**src/rtl/control_pipe_unit_if.sv**
```systemverilog
// Decode-side inputs and EX/MEM/WB control bundles of control_pipe_unit.
// The master side issues instructions; the slave side is the control pipeline.
interface control_pipe_unit_if #(
    parameter int ALUC_W = 3,
    parameter int RA_W   = 5,
    parameter int CNT_W  = 16
);
    logic              valid_d;
    logic [6:0]        op;
    logic [2:0]        func3;
    logic [6:0]        func7;
    logic [RA_W-1:0]   rs1_d;
    logic [RA_W-1:0]   rs2_d;
    logic [RA_W-1:0]   rd_d;
    logic              hold;
    logic              flush;
    logic [1:0]        ImmSrc_d;
    logic              illegal_d;
    logic              stall_d;
    logic              valid_e;
    logic              RegWrite_e;
    logic              MemWrite_e;
    logic              ResultSrc_e;
    logic              ALUSrc_e;
    logic              Branch_e;
    logic [ALUC_W-1:0] ALUControl_e;
    logic [RA_W-1:0]   rd_e;
    logic              valid_m;
    logic              RegWrite_m;
    logic              MemWrite_m;
    logic              ResultSrc_m;
    logic [RA_W-1:0]   rd_m;
    logic              valid_w;
    logic              RegWrite_w;
    logic              ResultSrc_w;
    logic [RA_W-1:0]   rd_w;
    logic [CNT_W-1:0]  retire_cnt;

    modport master (
        output valid_d, op, func3, func7, rs1_d, rs2_d, rd_d, hold, flush,
        input  ImmSrc_d, illegal_d, stall_d,
        input  valid_e, RegWrite_e, MemWrite_e, ResultSrc_e, ALUSrc_e, Branch_e, ALUControl_e, rd_e,
        input  valid_m, RegWrite_m, MemWrite_m, ResultSrc_m, rd_m,
        input  valid_w, RegWrite_w, ResultSrc_w, rd_w, retire_cnt
    );

    modport slave (
        input  valid_d, op, func3, func7, rs1_d, rs2_d, rd_d, hold, flush,
        output ImmSrc_d, illegal_d, stall_d,
        output valid_e, RegWrite_e, MemWrite_e, ResultSrc_e, ALUSrc_e, Branch_e, ALUControl_e, rd_e,
        output valid_m, RegWrite_m, MemWrite_m, ResultSrc_m, rd_m,
        output valid_w, RegWrite_w, ResultSrc_w, rd_w, retire_cnt
    );
endinterface

```
**src/rtl/control_pipe_unit.sv**
```systemverilog
// Main/ALU decode for a 5-stage RISC-V subset, carrying control through EX/MEM/WB
// with load-use stall detection, branch flush, global hold and a retire counter.
module control_pipe_unit #(
    parameter int ALUC_W = 3,
    parameter int RA_W   = 5,
    parameter int CNT_W  = 16
) (
    input logic              clk,
    input logic              rst,
    control_pipe_unit_if.slave bus
);
    typedef struct packed {
        logic              valid;
        logic              reg_write;
        logic              mem_write;
        logic              result_src;
        logic              alu_src;
        logic              branch;
        logic [ALUC_W-1:0] alu_ctrl;
        logic [RA_W-1:0]   rd;
    } ex_t;

    typedef struct packed {
        logic            valid;
        logic            reg_write;
        logic            mem_write;
        logic            result_src;
        logic [RA_W-1:0] rd;
    } mem_t;

    typedef struct packed {
        logic            valid;
        logic            reg_write;
        logic            result_src;
        logic [RA_W-1:0] rd;
    } wb_t;

    function automatic logic [2:0] alu_decode(input logic [1:0] alu_op,
                                              input logic [2:0] f3,
                                              input logic       sub_bit);
        case (alu_op)
            2'b00:   return 3'b000;
            2'b01:   return 3'b001;
            2'b10: begin
                case (f3)
                    3'b000:  return sub_bit ? 3'b001 : 3'b000;
                    3'b010:  return 3'b101;
                    3'b110:  return 3'b011;
                    3'b111:  return 3'b010;
                    default: return 3'b000;
                endcase
            end
            default: return 3'b000;
        endcase
    endfunction

    logic              reg_write_s, mem_write_s, result_src_s, alu_src_s, branch_s;
    logic              supported_s, stall_s;
    logic [1:0]        imm_src_s, alu_op_s;
    logic [ALUC_W-1:0] alu_ctrl_s;
    ex_t               ex_dec_s, ex_r;
    mem_t              mem_r;
    wb_t               wb_r;
    logic [CNT_W-1:0]  cnt_r;

    // Main opcode decode; unsupported opcodes leave every control at zero.
    always_comb begin
        reg_write_s  = 1'b0;
        mem_write_s  = 1'b0;
        result_src_s = 1'b0;
        alu_src_s    = 1'b0;
        branch_s     = 1'b0;
        imm_src_s    = 2'b00;
        alu_op_s     = 2'b00;
        supported_s  = 1'b1;
        case (bus.op)
            7'b0110011: begin reg_write_s = 1'b1; alu_op_s = 2'b10; end
            7'b0010011: begin reg_write_s = 1'b1; alu_src_s = 1'b1; alu_op_s = 2'b10; end
            7'b0000011: begin reg_write_s = 1'b1; alu_src_s = 1'b1; result_src_s = 1'b1; end
            7'b0100011: begin mem_write_s = 1'b1; alu_src_s = 1'b1; imm_src_s = 2'b01; end
            7'b1100011: begin branch_s = 1'b1; imm_src_s = 2'b10; alu_op_s = 2'b01; end
            default:    supported_s = 1'b0;
        endcase
    end

    assign alu_ctrl_s = ALUC_W'(alu_decode(alu_op_s, bus.func3, bus.op[5] & bus.func7[5]));

    // Candidate EX contents; an empty decode slot becomes a clean bubble.
    always_comb begin
        ex_dec_s = '0;
        if (bus.valid_d) begin
            ex_dec_s.valid      = 1'b1;
            ex_dec_s.reg_write  = reg_write_s;
            ex_dec_s.mem_write  = mem_write_s;
            ex_dec_s.result_src = result_src_s;
            ex_dec_s.alu_src    = alu_src_s;
            ex_dec_s.branch     = branch_s;
            ex_dec_s.alu_ctrl   = alu_ctrl_s;
            ex_dec_s.rd         = bus.rd_d;
        end else begin
            ex_dec_s = '0;
        end
    end

    // Both sources are compared for every opcode: a false stall only costs a cycle.
    assign stall_s = bus.valid_d & ex_r.valid & ex_r.result_src & ex_r.reg_write
                   & (ex_r.rd != {RA_W{1'b0}})
                   & ((ex_r.rd == bus.rs1_d) | (ex_r.rd == bus.rs2_d));

    // EX register: hold keeps, flush or stall inserts a bubble, otherwise load decode.
    always_ff @(posedge clk or negedge rst) begin
        if (!rst) begin
            ex_r <= '0;
        end else if (bus.hold) begin
            ex_r <= ex_r;
        end else if (bus.flush || stall_s) begin
            ex_r <= '0;
        end else begin
            ex_r <= ex_dec_s;
        end
    end

    // MEM and WB registers shift unconditionally except under hold.
    always_ff @(posedge clk or negedge rst) begin
        if (!rst) begin
            mem_r <= '0;
            wb_r  <= '0;
        end else if (!bus.hold) begin
            mem_r.valid      <= ex_r.valid;
            mem_r.reg_write  <= ex_r.reg_write;
            mem_r.mem_write  <= ex_r.mem_write;
            mem_r.result_src <= ex_r.result_src;
            mem_r.rd         <= ex_r.rd;
            wb_r.valid       <= mem_r.valid;
            wb_r.reg_write   <= mem_r.reg_write;
            wb_r.result_src  <= mem_r.result_src;
            wb_r.rd          <= mem_r.rd;
        end else begin
            mem_r <= mem_r;
            wb_r  <= wb_r;
        end
    end

    // Retire counter: one per valid WB slot leaving the pipe, wrapping naturally.
    always_ff @(posedge clk or negedge rst) begin
        if (!rst) begin
            cnt_r <= {CNT_W{1'b0}};
        end else if (!bus.hold && wb_r.valid) begin
            cnt_r <= cnt_r + {{(CNT_W-1){1'b0}}, 1'b1};
        end else begin
            cnt_r <= cnt_r;
        end
    end

    assign bus.ImmSrc_d     = imm_src_s;
    assign bus.illegal_d    = bus.valid_d & ~supported_s;
    assign bus.stall_d      = stall_s;
    assign bus.valid_e      = ex_r.valid;
    assign bus.RegWrite_e   = ex_r.reg_write;
    assign bus.MemWrite_e   = ex_r.mem_write;
    assign bus.ResultSrc_e  = ex_r.result_src;
    assign bus.ALUSrc_e     = ex_r.alu_src;
    assign bus.Branch_e     = ex_r.branch;
    assign bus.ALUControl_e = ex_r.alu_ctrl;
    assign bus.rd_e         = ex_r.rd;
    assign bus.valid_m      = mem_r.valid;
    assign bus.RegWrite_m   = mem_r.reg_write;
    assign bus.MemWrite_m   = mem_r.mem_write;
    assign bus.ResultSrc_m  = mem_r.result_src;
    assign bus.rd_m         = mem_r.rd;
    assign bus.valid_w      = wb_r.valid;
    assign bus.RegWrite_w   = wb_r.reg_write;
    assign bus.ResultSrc_w  = wb_r.result_src;
    assign bus.rd_w         = wb_r.rd;
    assign bus.retire_cnt   = cnt_r;
endmodule

```
**src/flat_wrapper.sv**
```systemverilog
// flat-port wrapper written by rule: the top's interface ports become plain ports
module control_pipe_unit_flat 
#(
    parameter int ALUC_W = 3,
    parameter int RA_W   = 5,
    parameter int CNT_W  = 16
)
  (clk, rst, bus_valid_d, bus_op, bus_func3, bus_func7, bus_rs1_d, bus_rs2_d, bus_rd_d, bus_hold, bus_flush, bus_ImmSrc_d, bus_illegal_d, bus_stall_d, bus_valid_e, bus_RegWrite_e, bus_MemWrite_e, bus_ResultSrc_e, bus_ALUSrc_e, bus_Branch_e, bus_ALUControl_e, bus_rd_e, bus_valid_m, bus_RegWrite_m, bus_MemWrite_m, bus_ResultSrc_m, bus_rd_m, bus_valid_w, bus_RegWrite_w, bus_ResultSrc_w, bus_rd_w, bus_retire_cnt);
  control_pipe_unit_if #(.ALUC_W(ALUC_W), .RA_W(RA_W), .CNT_W(CNT_W)) bus_i ();
  input logic clk;
  input logic rst;
  input wire logic [$bits(bus_i.valid_d)-1:0] bus_valid_d;
  input wire logic [$bits(bus_i.op)-1:0] bus_op;
  input wire logic [$bits(bus_i.func3)-1:0] bus_func3;
  input wire logic [$bits(bus_i.func7)-1:0] bus_func7;
  input wire logic [$bits(bus_i.rs1_d)-1:0] bus_rs1_d;
  input wire logic [$bits(bus_i.rs2_d)-1:0] bus_rs2_d;
  input wire logic [$bits(bus_i.rd_d)-1:0] bus_rd_d;
  input wire logic [$bits(bus_i.hold)-1:0] bus_hold;
  input wire logic [$bits(bus_i.flush)-1:0] bus_flush;
  output wire logic [$bits(bus_i.ImmSrc_d)-1:0] bus_ImmSrc_d;
  output wire logic [$bits(bus_i.illegal_d)-1:0] bus_illegal_d;
  output wire logic [$bits(bus_i.stall_d)-1:0] bus_stall_d;
  output wire logic [$bits(bus_i.valid_e)-1:0] bus_valid_e;
  output wire logic [$bits(bus_i.RegWrite_e)-1:0] bus_RegWrite_e;
  output wire logic [$bits(bus_i.MemWrite_e)-1:0] bus_MemWrite_e;
  output wire logic [$bits(bus_i.ResultSrc_e)-1:0] bus_ResultSrc_e;
  output wire logic [$bits(bus_i.ALUSrc_e)-1:0] bus_ALUSrc_e;
  output wire logic [$bits(bus_i.Branch_e)-1:0] bus_Branch_e;
  output wire logic [$bits(bus_i.ALUControl_e)-1:0] bus_ALUControl_e;
  output wire logic [$bits(bus_i.rd_e)-1:0] bus_rd_e;
  output wire logic [$bits(bus_i.valid_m)-1:0] bus_valid_m;
  output wire logic [$bits(bus_i.RegWrite_m)-1:0] bus_RegWrite_m;
  output wire logic [$bits(bus_i.MemWrite_m)-1:0] bus_MemWrite_m;
  output wire logic [$bits(bus_i.ResultSrc_m)-1:0] bus_ResultSrc_m;
  output wire logic [$bits(bus_i.rd_m)-1:0] bus_rd_m;
  output wire logic [$bits(bus_i.valid_w)-1:0] bus_valid_w;
  output wire logic [$bits(bus_i.RegWrite_w)-1:0] bus_RegWrite_w;
  output wire logic [$bits(bus_i.ResultSrc_w)-1:0] bus_ResultSrc_w;
  output wire logic [$bits(bus_i.rd_w)-1:0] bus_rd_w;
  output wire logic [$bits(bus_i.retire_cnt)-1:0] bus_retire_cnt;
  assign bus_i.valid_d = bus_valid_d;
  assign bus_i.op = bus_op;
  assign bus_i.func3 = bus_func3;
  assign bus_i.func7 = bus_func7;
  assign bus_i.rs1_d = bus_rs1_d;
  assign bus_i.rs2_d = bus_rs2_d;
  assign bus_i.rd_d = bus_rd_d;
  assign bus_i.hold = bus_hold;
  assign bus_i.flush = bus_flush;
  assign bus_ImmSrc_d = bus_i.ImmSrc_d;
  assign bus_illegal_d = bus_i.illegal_d;
  assign bus_stall_d = bus_i.stall_d;
  assign bus_valid_e = bus_i.valid_e;
  assign bus_RegWrite_e = bus_i.RegWrite_e;
  assign bus_MemWrite_e = bus_i.MemWrite_e;
  assign bus_ResultSrc_e = bus_i.ResultSrc_e;
  assign bus_ALUSrc_e = bus_i.ALUSrc_e;
  assign bus_Branch_e = bus_i.Branch_e;
  assign bus_ALUControl_e = bus_i.ALUControl_e;
  assign bus_rd_e = bus_i.rd_e;
  assign bus_valid_m = bus_i.valid_m;
  assign bus_RegWrite_m = bus_i.RegWrite_m;
  assign bus_MemWrite_m = bus_i.MemWrite_m;
  assign bus_ResultSrc_m = bus_i.ResultSrc_m;
  assign bus_rd_m = bus_i.rd_m;
  assign bus_valid_w = bus_i.valid_w;
  assign bus_RegWrite_w = bus_i.RegWrite_w;
  assign bus_ResultSrc_w = bus_i.ResultSrc_w;
  assign bus_rd_w = bus_i.rd_w;
  assign bus_retire_cnt = bus_i.retire_cnt;
  control_pipe_unit #(.ALUC_W(ALUC_W), .RA_W(RA_W), .CNT_W(CNT_W)) u_core (.clk(clk), .rst(rst), .bus(bus_i));
endmodule
```
**config.mk**
```make
export PLATFORM = sky130hd
export DESIGN_NAME = control_pipe_unit_flat
export DESIGN_NICKNAME = d
export VERILOG_FILES = /design/src/rtl/control_pipe_unit_if.sv /design/src/rtl/control_pipe_unit.sv /design/src/flat_wrapper.sv
export SDC_FILE = /design/constraint.sdc
export NUM_CORES = 1
export LEC_CHECK = 0
export CORE_MARGIN = 5
export CORE_UTILIZATION = 43
export DETAILED_ROUTE_END_ITERATION = 7
export PLACE_DENSITY = 0.79
export SLEW_MARGIN = 20
export SYNTH_ARGS = -nofsm -noshare
export SYNTH_HDL_FRONTEND = slang
export SYNTH_SLANG_ARGS = --single-unit
```
**constraint.sdc**
```tcl
create_clock -name clk -period 2.25 [get_ports clk]
set_clock_uncertainty 0.05 [all_clocks]
set_input_delay 0.45 -clock clk [delete_from_list [all_inputs] [get_ports clk]]
set_output_delay 0.45 -clock clk [all_outputs]
set_load 0.02 [all_outputs]
```
# --- Word-level counts from Yosys, hierarchy flattened ---
# Cells that the tools add are included.
word_totals:
  register_bits: 47
  latch_bits: 0
  mem_bits_rw: 0
  romBits: 0
  output_inout_bits: 51
  word_cells: 62
  n_memories: 0
op_classes:
  n_addsub: 1
  mul: 0
  n_div: 0
  n_lt_le_gt_ge: 0
  n_eq_ne: 12
  n_shift: 0
  n_mux: 13
  n_bitwise: 9
  n_reduce_logical: 9
op_table:
  columns: ["op", "n"]
  rows:
  - ["14-bit 2-to-1 mux", 2]
  - ["16-bit by 1-bit adder with 16-bit output (second input constant)", 1]
  - ["7-bit by 6-bit == test with 1-bit output (second input constant)", 2]
  - ["3-bit case mux with 4 select lines", 1]
  - ["5-bit == test", 2]
  - ["2-bit case mux with 2 select lines", 2]
  - ["1-bit AND", 7]
  - ["7-bit by 2-bit == test with 1-bit output (second input constant)", 1]
  - ["7-bit by 5-bit == test with 1-bit output (second input constant)", 1]
  - ["7-bit == test (second input constant)", 1]
  - ["1-bit 2-to-1 mux", 7]
  - ["3-bit == test (second input constant)", 2]
  - ["3-bit case mux with 2 select lines", 1]
  - ["3-bit OR reduction", 2]
  - ["5-bit nonzero test", 1]
  - ["5-bit OR reduction", 1]
  - ["3-bit by 2-bit == test with 1-bit output (second input constant)", 1]
  - ["3-bit logical NOT", 1]
  - ["2-bit by 1-bit == test with 1-bit output (second input constant)", 1]
  - ["2-bit == test (second input constant)", 1]
  - ["2-bit OR reduction", 1]
  - ["1-bit logical AND", 1]
  - ["1-bit logical NOT", 1]
  - ["1-bit logical OR", 1]
  - ["other kinds (2)", 2]

# --- Logic depth before layout (Yosys ltp) ---
depth:
  word_depth: 7
  ltp_mapped: 8
  ltp_nobuf: 8

# --- Least setup slack after synthesis ---
# OpenSTA, ideal clock, no wires.
synth_timing:
  kind: "reg2out"
  from: "register u_core.ex_r, in the netlist u_core.bus.rd_e[2]"
  to: "output bus_stall_d"
  t_arrival_ns: 1.588
  required_time_ns: 1.750
  path_slack_ns: 0.162
  path_stages_with_launch: 6
  path_cell_list: "dfrtp_1 xor2_1 nor3_1 nand3_1 a221oi_4 buf_8"
synth_between:
  elab_chain_len: 3
  word_cells_on_any_way: 6
synth_lines:
  columns: ["item", "line_no", "text"]
  rows:
  - ["from (decl)", "control_pipe_unit.sv:61", "ex_t ex_dec_s, ex_r;"]
  - ["from (signal assigned)", "control_pipe_unit.sv:115", "ex_r <= ex_r;"]
  - ["from (signal assigned)", "control_pipe_unit.sv:119", "ex_r <= ex_dec_s;"]
  - ["5-bit == test or 5-bit nonzero test (tied branches)", "control_pipe_unit.sv:108, control_pipe_unit.sv:107", null]
  - ["1-bit OR or 1-bit AND (tied branches)", "control_pipe_unit.sv:108, control_pipe_unit.sv:107", null]
  - ["1-bit AND *", "control_pipe_unit.sv:108", "& ((ex_r.rd == bus.rs1_d) | (ex_r.rd == bus.rs2_d));"]
  - ["to (decl)", "flat_wrapper.sv:23", "output wire logic [$bits(bus_i.stall_d)-1:0] bus_stall_d;"]
# Every way passes the cells marked *; elsewhere a longest branch is shown, timed or not.

# --- Final worst setup path ---
layout_timing:
  from: "input bus_rs1_d[1]"
  to: "output bus_stall_d"
layout_between:
  elab_chain_len: 3
layout_lines:
  columns: ["item", "line_no", "text"]
  rows:
  - ["from (decl)", "flat_wrapper.sv:16", "input wire logic [$bits(bus_i.rs1_d)-1:0] bus_rs1_d;"]
  - ["5-bit == test", "control_pipe_unit.sv:108", null]
  - ["1-bit OR", "control_pipe_unit.sv:108", null]
  - ["1-bit AND", "control_pipe_unit.sv:108", null]
# No other way between the ends.

==> results.toml <==
[die]
start_util_pct = 43.8
row_count = 26
ios = 88
die_y_um = 81.7
core_um2 = 5040
die_area_um2 = 6670
die_w_um = 81.7

[synthesis]
ys_warn_count = 0
synthMuxAreaShare_pct = 8.66
synth_common_cells = "47 x dfrtp_1, 32 x nand2_1, 17 x mux2_2"
synth_xor_xnor_area_share_pct = 9.51
synth_seq_cells = 47
synth_compound_area_share_pct = 7.13
synthArstFlopShare_pct = 100
mappedNetlistNets = 237
synth_simple_gate_area_share_pct = 17.2
synth-seq-area-share_pct = 53.2
synth_top_area_share_pct = 53.2
synth.area.top_cells = "dfrtp_1 53%, mux2_2 8.7%, xnor2_1 6.3%"
netlist_area_um2 = 2210
synth_top_family_by_area = "simple AND/OR/NAND/NOR gates"
synth_top_area_cell = "dfrtp_1"
ys.flop_type = "dfrtp_1"
synth-adder-area-share_pct = 1.70
synth.distinct_cells = 32
yosysMostFrequentCell = "dfrtp_1"
synthCells = 197
synth_edf_count = 0
syn_area_per_cell_um2 = 11.2

[global_routing]
grt_usage_pct = 16.0
grt_max_degree = 32
grt.overflow.total = 0
grt_pass1_vias = 1820
grt_pass1_wl_um = 8300
grt_antenna_before_repair = 0

[detailed_routing]
drtIter0Drc = 61
dr.pass1.iters = 4
viasPerCell = 4.85
wl_per_cell_um = 13.9
num_vias = 1796
drtAntennaViolNets = 0
wl_um = 5130
drc = 0

[timing]
tightestPinTransition_ns = 0.411
whs_ns = 0.0350
finalCritPeriodShare_pct = 99.6
rsz0062_at_grt = "yes"
fmax_mhz = 446
finalSetupTns_ns = 0
setup_viol = 0
final.min_clock_period_ns = 2.24
drv_slew = 0
fin_ws_ns = 0.00813
final_hold_viol_count = 0
relSlewSlack_pct = 72.6

[placed_design]
gp_congestion = 0.854
port-buffer-count = 81
pre_cts_ws_ns = -0.586
dpl.hpwl_um = 4090

[clock_tree]
postCtsHoldBufs = 0
htreeDepth = 2
cts_root_buffer = "clkbuf_8"
clock_sinks = 47
clkLatencyLatePin_ns = 0.29
cts_tree = "yes"
clockBufferDepth = 2
cts.clk_slew.worst_paths_ns = 0.08
cts_buffers = 5

[final_layout]
diodes = 0
nets = 339
drive_gt1_share_pct = 20.3
synthToLayoutAreaGrowth_pct = 52.2
n_fill_cell = 406

[setup_path]
r2r-end = "u_core.bus.ALUControl_e[0]"
start_kind = "primary input"
end_kind = "output port"
worstPathArrival_ns = 1.74
critical_path_required_ns = 1.75
worstSetupPathType = "primary input to output port"
cp_max_fo = 2
r2r_cells = 6
r2r-start = "u_core.bus.rd_e[1]"
r2r_slack_ns = 0.39

[pwr]
power_leakage_uw = 0.00153
finalPower_uw = 1930
powerDensity_nw_per_um2 = 575
ir_worst_vdd_mv = 0.304

[run_status]
outcome = "finished, final reports clean"

[worst_hold_path]
hp-class = "primary input to asynchronous set/reset pin"

[job]
cap_violations = 0
-- how the worst max path moves through the flow --
stage          depth (start not counted)                from  slack, ns           to
6_report                               5        bus_rs1_d[1]      0.008  bus_stall_d
4_1_cts                                6        bus_rs2_d[0]      -0.11  bus_stall_d
3_3_place_gp                           6        bus_rs1_d[2]      -0.60  bus_stall_d
3_5_place_dp                           6        bus_rs1_d[2]      -0.59  bus_stall_d
2_1_floorplan                          5  u_core.bus.rd_e[2]       0.16  bus_stall_d
5_1_grt                                5  u_core.bus.rd_e[4]      -0.11  bus_stall_d
-- sequential cells by signal, indices dropped and copies added, names as in the netlist, 3 cells and up --
name and cells:
u_core.bus.ALUControl_e 3, u_core.bus.rd_e 5, u_core.bus.rd_m 5, u_core.bus.rd_w 5
u_core.bus.retire_cnt 16
-- routing by layer --
layer  share of wire [%]  track usage [%]
met5                   0                0
met3                 7.1             4.71
met2                  51             27.8
met4                 1.7             4.49
met1                  41             19.2
-- metrics by stage --
| step | cell area [µm²] | util (%) | std cells |
|---|---|---|---|
| global route | 3360 | 66.7 | 370 |
| floorplan | 2210 | - | 197 |
| finish | 3360 | 66.7 | 370 |
| detailed placement | 3240 | 64.2 | 362 |
| CTS | 3330 | 66.1 | 370 |
| global placement | 3240 | 64.2 | 362 |
-- where the power goes --
group	total [µW]	switching, µW	internal, µW
clock network	536	255	280
registers	962	60.2	902
logic	436	206	231
total	1930	521	1410
-- critical path, cell delays in order --
cell	delay [ns]
clkdlybuf4s50_1	0.48
xnor2_1	0.14
nand3_1	0.15
a221oi_4	0.35
buf_6	0.16
-- timing repair --
item | in CTS | in global routing
setup buffers | 0 | 0
hold endpoints to repair | 0 | 0
gates resized for setup | 9 | 10
setup endpoints to repair | 4 | 3
pin swaps | 1 | 8
-- cells by family (layout without fill, tap and decap cells) --
family | count (synthesis) | count (layout)
buffers and inverters | 12 | 115
multiplexers | 17 | 17
adder cells (fa/ha/maj) | 3 | 3
AND/OR/NAND/NOR | 76 | 76
XOR/XNOR | 24 | 24
flip-flops | 47 | 47
AO/OA/AOI/OAI | 18 | 18
-- cells in the final DEF (no fill, tap or decap), types with 2 or more instances in the layout --
master           synthesis  routed
clkdlybuf4s50_1          0      70
dfrtp_1                 47      47
nand2_1                 32      32
buf_4                    0      20
mux2_2                  17      17
xnor2_1                 16      16
nand3_1                 11      11
o21ai_2                  9       9
xor2_1                   8       8
clkbuf_8                 0       7
nand4_1                  6       6
dlymetal6s2s_1           0       6
inv_1                    5       5
nor3_1                   6       5
nor2_1                   5       5
and3_1                   3       3
ha_1                     3       3
and2_1                   2       2
nor2b_1                  2       2
nor3_2                   1       2
nor3b_1                  2       2
o31ai_1                  2       2
o21ai_1                  2       2
clkdlybuf4s15_1          0       2
-- final cells by class --
class | instances | area, µm² | area share (%)
multi-input combinational | 138 | 988 | 29.4
clock buffer | 8 | 100 | 2.98
inverter | 5 | 18.8 | 0.558
sequential | 47 | 1180 | 35.0
tap | 70 | 87.6 | 2.61
timing repair buffer | 102 | 991 | 29.5
(Power assumes the default switching activity.)
